### src/rtl/ser_seq_pkg.sv
// Shared types and default constants for the serial read sequencer.
package ser_seq_pkg;

  localparam int NBITS_DEF = 8;
  localparam int DIV_DEF   = 4;

  typedef enum logic [1:0] {
    ST_IDLE  = 2'd0,
    ST_SETUP = 2'd1,
    ST_SHIFT = 2'd2,
    ST_DONE  = 2'd3
  } state_t;

  function automatic logic [1:0] id_onehot(input logic id);
    return id ? 2'b10 : 2'b01;
  endfunction

endpackage

### src/rtl/ser_seq_rr_arb.sv
// Two-way round-robin arbiter; the tie-break pointer flips away from whoever was last granted.
module ser_seq_rr_arb (
  input  logic       clk,
  input  logic       rst_n,
  input  logic [1:0] req,
  input  logic       update,
  input  logic       upd_id,
  output logic       win_id,
  output logic       any_req
);

  logic prio;

  always_comb begin
    any_req = |req;
    win_id  = (req == 2'b11) ? prio : req[1];
  end

  always_ff @(posedge clk) begin
    if (!rst_n) begin
      prio <= 1'b0;
    end else if (update) begin
      prio <= ~upd_id;
    end
  end

endmodule

### src/rtl/ser_seq_ctrl.sv
// Serial read sequencer: arbitrates two requesters and shifts in one word per grant.
// Optional odd-parity bit period enabled with `define SER_SEQ_PARITY_EN.
module ser_seq_ctrl
  import ser_seq_pkg::*;
#(
  parameter int NBITS = NBITS_DEF,
  parameter int DIV   = DIV_DEF
) (
  input  logic             clk,
  input  logic             rst_n,
  input  logic [1:0]       req,
  input  logic [3:0]       addr0,
  input  logic [3:0]       addr1,
  output logic [1:0]       gnt,
  output logic             busy,
  output logic             ser_sel_n,
  output logic             ser_sclk,
  output logic [3:0]       ser_addr,
  input  logic             ser_sdi,
  output logic [NBITS-1:0] rd_data,
  output logic             rd_valid,
  output logic             rd_id,
  output logic             par_err,
  output state_t           dbg_state
);

  // Handshake: req is a level held until its one-cycle gnt pulse; dropping it
  // before gnt withdraws it. rd_valid is a one-cycle pulse with no backpressure.

`ifdef SER_SEQ_PARITY_EN
  localparam int NPER = NBITS + 1;
`else
  localparam int NPER = NBITS;
`endif
  localparam int DW = $clog2(DIV);
  localparam int BW = $clog2(NPER + 1);
  localparam logic [DW-1:0] DIV_LAST = DW'(DIV - 1);
  localparam logic [DW-1:0] DIV_HALF = DW'(DIV / 2);
  localparam logic [BW-1:0] BIT_LAST = BW'(NPER - 1);
`ifdef SER_SEQ_PARITY_EN
  localparam logic [BW-1:0] BIT_PAR  = BW'(NBITS);
  logic par_bit;
`endif

  state_t           state;
  logic [DW-1:0]    div_cnt;
  logic [BW-1:0]    bit_cnt;
  logic [NBITS-1:0] shift_sr;
  logic             win_q;
  logic             win_id;
  logic             any_req;
  logic             grant_now;

  assign grant_now = (state == ST_SETUP) && req[win_q];
  assign busy      = (state != ST_IDLE);
  assign dbg_state = state;

  ser_seq_rr_arb u_arb (
    .clk     (clk),
    .rst_n   (rst_n),
    .req     (req),
    .update  (grant_now),
    .upd_id  (win_q),
    .win_id  (win_id),
    .any_req (any_req)
  );

  always_ff @(posedge clk) begin
    if (!rst_n) begin
      state     <= ST_IDLE;
      div_cnt   <= '0;
      bit_cnt   <= '0;
      shift_sr  <= '0;
      win_q     <= 1'b0;
      gnt       <= 2'b00;
      ser_sel_n <= 1'b1;
      ser_sclk  <= 1'b0;
      ser_addr  <= 4'd0;
      rd_data   <= '0;
      rd_valid  <= 1'b0;
      rd_id     <= 1'b0;
      par_err   <= 1'b0;
`ifdef SER_SEQ_PARITY_EN
      par_bit   <= 1'b0;
`endif
    end else begin
      gnt      <= 2'b00;
      rd_valid <= 1'b0;
      case (state)
        ST_IDLE: begin
          ser_sclk <= 1'b0;
          if (any_req) begin
            win_q <= win_id;
            state <= ST_SETUP;
          end
        end
        ST_SETUP: begin
          // The winner is re-checked here so a request dropped before gnt is withdrawn.
          if (req[win_q]) begin
            gnt       <= id_onehot(win_q);
            ser_addr  <= win_q ? addr1 : addr0;
            rd_id     <= win_q;
            ser_sel_n <= 1'b0;
            ser_sclk  <= 1'b0;
            div_cnt   <= '0;
            bit_cnt   <= '0;
            state     <= ST_SHIFT;
          end else begin
            state <= ST_IDLE;
          end
        end
        ST_SHIFT: begin
          if (div_cnt == DIV_LAST) begin
            div_cnt  <= '0;
            ser_sclk <= 1'b0;
`ifdef SER_SEQ_PARITY_EN
            if (bit_cnt == BIT_PAR) begin
              par_bit <= ser_sdi;
            end else begin
              shift_sr <= {shift_sr[NBITS-2:0], ser_sdi};
            end
`else
            shift_sr <= {shift_sr[NBITS-2:0], ser_sdi};
`endif
            if (bit_cnt == BIT_LAST) begin
              ser_sel_n <= 1'b1;
              state     <= ST_DONE;
            end else begin
              bit_cnt <= bit_cnt + 1'b1;
            end
          end else begin
            div_cnt  <= div_cnt + 1'b1;
            ser_sclk <= (div_cnt + 1'b1) >= DIV_HALF;
          end
        end
        ST_DONE: begin
          ser_sclk <= 1'b0;
          rd_valid <= 1'b1;
          rd_data  <= shift_sr;
`ifdef SER_SEQ_PARITY_EN
          // Odd parity: an even count of ones across data plus parity is an error.
          par_err  <= ~(^shift_sr ^ par_bit);
`else
          par_err  <= 1'b0;
`endif
          state    <= ST_IDLE;
        end
        default: state <= ST_IDLE;
      endcase
    end
  end

endmodule
### config.mk
export PLATFORM = sky130hd
export DESIGN_NAME = ser_seq_ctrl
export DESIGN_NICKNAME = d
export VERILOG_FILES = /design/src/rtl/ser_seq_pkg.sv /design/src/rtl/ser_seq_rr_arb.sv /design/src/rtl/ser_seq_ctrl.sv
export SDC_FILE = /design/constraint.sdc
export NUM_CORES = 1
export LEC_CHECK = 0
export BUFFER_PORTS_ARGS = -buffer_cell sky130_fd_sc_hd__buf_2
export CAP_MARGIN = 20
export CELL_PAD_IN_SITES_DETAIL_PLACEMENT = 0
export CELL_PAD_IN_SITES_GLOBAL_PLACEMENT = 2
export CORE_MARGIN = 4
export CORE_UTILIZATION = 34
export CTS_BUF_LIST = sky130_fd_sc_hd__clkbuf_4 sky130_fd_sc_hd__clkbuf_8
export CTS_CLUSTER_DIAMETER = 40
export DETAILED_ROUTE_END_ITERATION = 6
export HOLD_SLACK_MARGIN = 0.15
export PLACE_DENSITY_LB_ADDON = 0.1
export SLEW_MARGIN = 5
export SYNTH_ARGS = -nofsm -noshare
export SYNTH_HDL_FRONTEND = slang
export SYNTH_SLANG_ARGS = --single-unit
### constraint.sdc
create_clock -name clk -period 4.29 [get_ports clk]
set_clock_uncertainty 0.2 [all_clocks]
set_input_delay 1.287 -clock clk [delete_from_list [all_inputs] [get_ports clk]]
set_output_delay 1.287 -clock clk [all_outputs]
set_load 0.005 [all_outputs]
==> summary.txt <==
Hold endpoint -> rd_data[1]
Fin worst setup slack -> 1.42 ns
Io pins -> 35
CTS H-tree lvls -> 2
Drt initial violations -> 46
Initial Utilization -> 35.8%
Synth Flop Type -> dfxtp_1
CP Max Fanout -> 20
Crit end category -> output port
Global-route usage over all layers -> 13.2%
Max Slew Vio Count -> 0
Syn nets -> 186
CTS Sinks -> 36
Flops & latches, synth -> 36
Root buffer cell -> clkbuf_8
Ys Warns -> 0
VDD IR-drop max -> 0.201 mV
Clock transition at path regs -> 0.07 ns
Setup WS pre-CTS -> 1.33 ns
Die H -> 73.6 um
Final Setup Violations -> 0
Setup tns final -> 0 ns
Hold_buf cts -> 0
Reg2Reg Setup Slack -> 2.06 ns
Core footprint -> 4090 um2
Proportion of layout cells with a drive suffix above 1 -> 23.1%
Post-Syn Instances -> 171
Min-delay src -> rd_data[1]
Total die area -> 5420 um2
Worst Path Arrival -> 1.38 ns
Commonest cells after routing, fill and taps aside -> dfxtp_1, nand2_1, buf_2
Clock latency on the worst-skew pair -> 0.28 ns
Final Critical Period -> 2.87 ns
Maxcap violations -> 0
Initial antenna violation count -> 0
Ant. Diodes -> 0
Commonest non-fill, non-tap cell in the layout -> dfxtp_1
Netlist cell types -> 38
Worst Hold Class -> reg2reg
I/O Buffers -> 33
Layout area overhead -> 19.4%
First-pass GRT wire length -> 5530 um
WP data required -> 2.80 ns
Inserted Clock Buffers -> 5
Post-CTS setup buffers -> 0
Peak Freq -> 0.349 GHz
Hold Fails Final Rpt -> 0
DR pass1 iterations -> 5
Synth Area per Inst -> 8.55 um2
Pin count of the biggest net entering global routing -> 32
Hold path depth -> 2
Worst slew margin -> 36.0%
Via density -> 5.20
PostCTS Resize Cnt -> 0
WL/cell -> 13.7 um
PwrDens -> 418 nW/um2
RSZ-0062 raised after global routing -> false
Final wirelength -> 3420 um
Global route overflow -> 0
Number of synthesized flops with an enable pin -> 0
Tot Pwr -> 0.730 mW
Remaining antenna violation count -> 0
Post-Route Utilization -> 42.7%
NumNets Final -> 213
Die W -> 73.6 um
Final period utilization -> 66.8%
Row count -> 23
Post-synth ARST share -> 0%
CTS tree -> yes
R2R Path End -> bit_cnt[3]
Status -> complete, no violations
R2R cell count -> 3
Post-DP HPWL -> 2390 um
Longest Clk Path Bufs -> 2
Vias in the first global route -> 1174
Via count -> 1296
Drt drc -> 0
Post-synthesis sequential area ratio -> 49.3%
GP Congestion -> 0.716
Worst Tran Pin Value -> 0.958 ns
Static Leak -> 0.699 nW
Post-synth design cell area -> 1460 um2
Critical path class -> reg2out
Critical Path Source Type -> register
==> final cells by class <==
type,instances,area [um2]
Fill cell,426,2340
Sequential cell,36,721
Multi-Input combinational cell,119,657
Timing Repair Buffer,34,173
Clock buffer,7,96.3
Tap cell,50,62.6
Clock inverter,1,30.0
Inverter,2,7.51
==> worst max-delay path: stages (launching register included) <==
cell and delay, ns:
dfxtp_1 0.73, nor2_1 0.18, inv_1 0.08, buf_2 0.11
==> cell families (layout without fill, tap and decap cells) <==
kind of cell	Yosys count	in the layout	synth area share, %
mux	3	3	2.14
compound gates	38	38	15.3
other cells	1	1	0.256
simple gates	75	75	25.5
fa+ha+maj	2	2	1.71
flops	36	36	49.3
buf+inv	16	44	5.82
==> where the power goes <==
group / leakage, nW / internal, mW / switching [mW] / total [mW]
Sequential: 0.291 / 0.342 / 0.0137 / 0.356
Combinational: 0.344 / 0.0232 / 0.0264 / 0.0496
Clock: 0.0645 / 0.205 / 0.120 / 0.325
Total: 0.699 / 0.570 / 0.160 / 0.730
==> sequential cells by signal (all words and copies together), names as in the netlist, named ones only <==
register and cells:
ser_addr 4, win_q 1, dbg_state 1, ser_sel_n 1, div_cnt 2, rd_id 1
rd_data 8, bit_cnt 4, shift_sr 8, gnt 2, u_arb.prio 1, rd_valid 1
ser_sclk 1
==> metal layers <==
metal	vias up	routed length, um	track usage (%)
li1	649	-	-
met1	606	1560	17.2
met2	37	1660	21.3
met3	4	179	3.01
met4	0	27	4.83
met5	-	0	0
==> worst max path at each step <==
| stage | start | end | cells after the start |
|---|---|---|---|
| after floorplan | req[1] | register | 4 |
| after global placement | rst_n | bit_cnt[3] | 4 |
| after detailed placement | rst_n | bit_cnt[3] | 4 |
| after CTS | dbg_state[0] | busy | 3 |
| after global routing | dbg_state[0] | busy | 3 |
| final | dbg_state[0] | busy | 3 |
==> cell usage after synthesis, drive strengths merged, types with 2 or more instances <==
| cell type | instances | share of area, % |
|---|---|---|
| a21oi | 24 | 8.2 |
| o22ai | 2 | 0.86 |
| mux2i | 2 | 1.4 |
| ha | 2 | 1.7 |
| clkbuf | 6 | 1.5 |
| buf | 8 | 3.8 |
| o21ai | 2 | 0.68 |
| nor2 | 7 | 1.8 |
| nand4b | 2 | 1.2 |
| or3 | 2 | 1.2 |
| inv | 2 | 0.51 |
| a22oi | 4 | 2.1 |
| dfxtp | 36 | 49 |
| nor3 | 3 | 1.0 |
| and3b | 2 | 1.2 |
| nand3 | 16 | 5.5 |
| nand2 | 34 | 8.7 |
==> stage by stage <==
step           area (um2)  instances  hold slack [ns]
4_1_cts              1750        249            0.260
3_3_place_gp         1620        241            0.244
2_1_floorplan        1460        171            0.237
3_5_place_dp         1620        241            0.250
5_1_grt              1750        249            0.279
6_report             1750        249            0.255
Note: power is estimated with default switching activity, not from simulation.
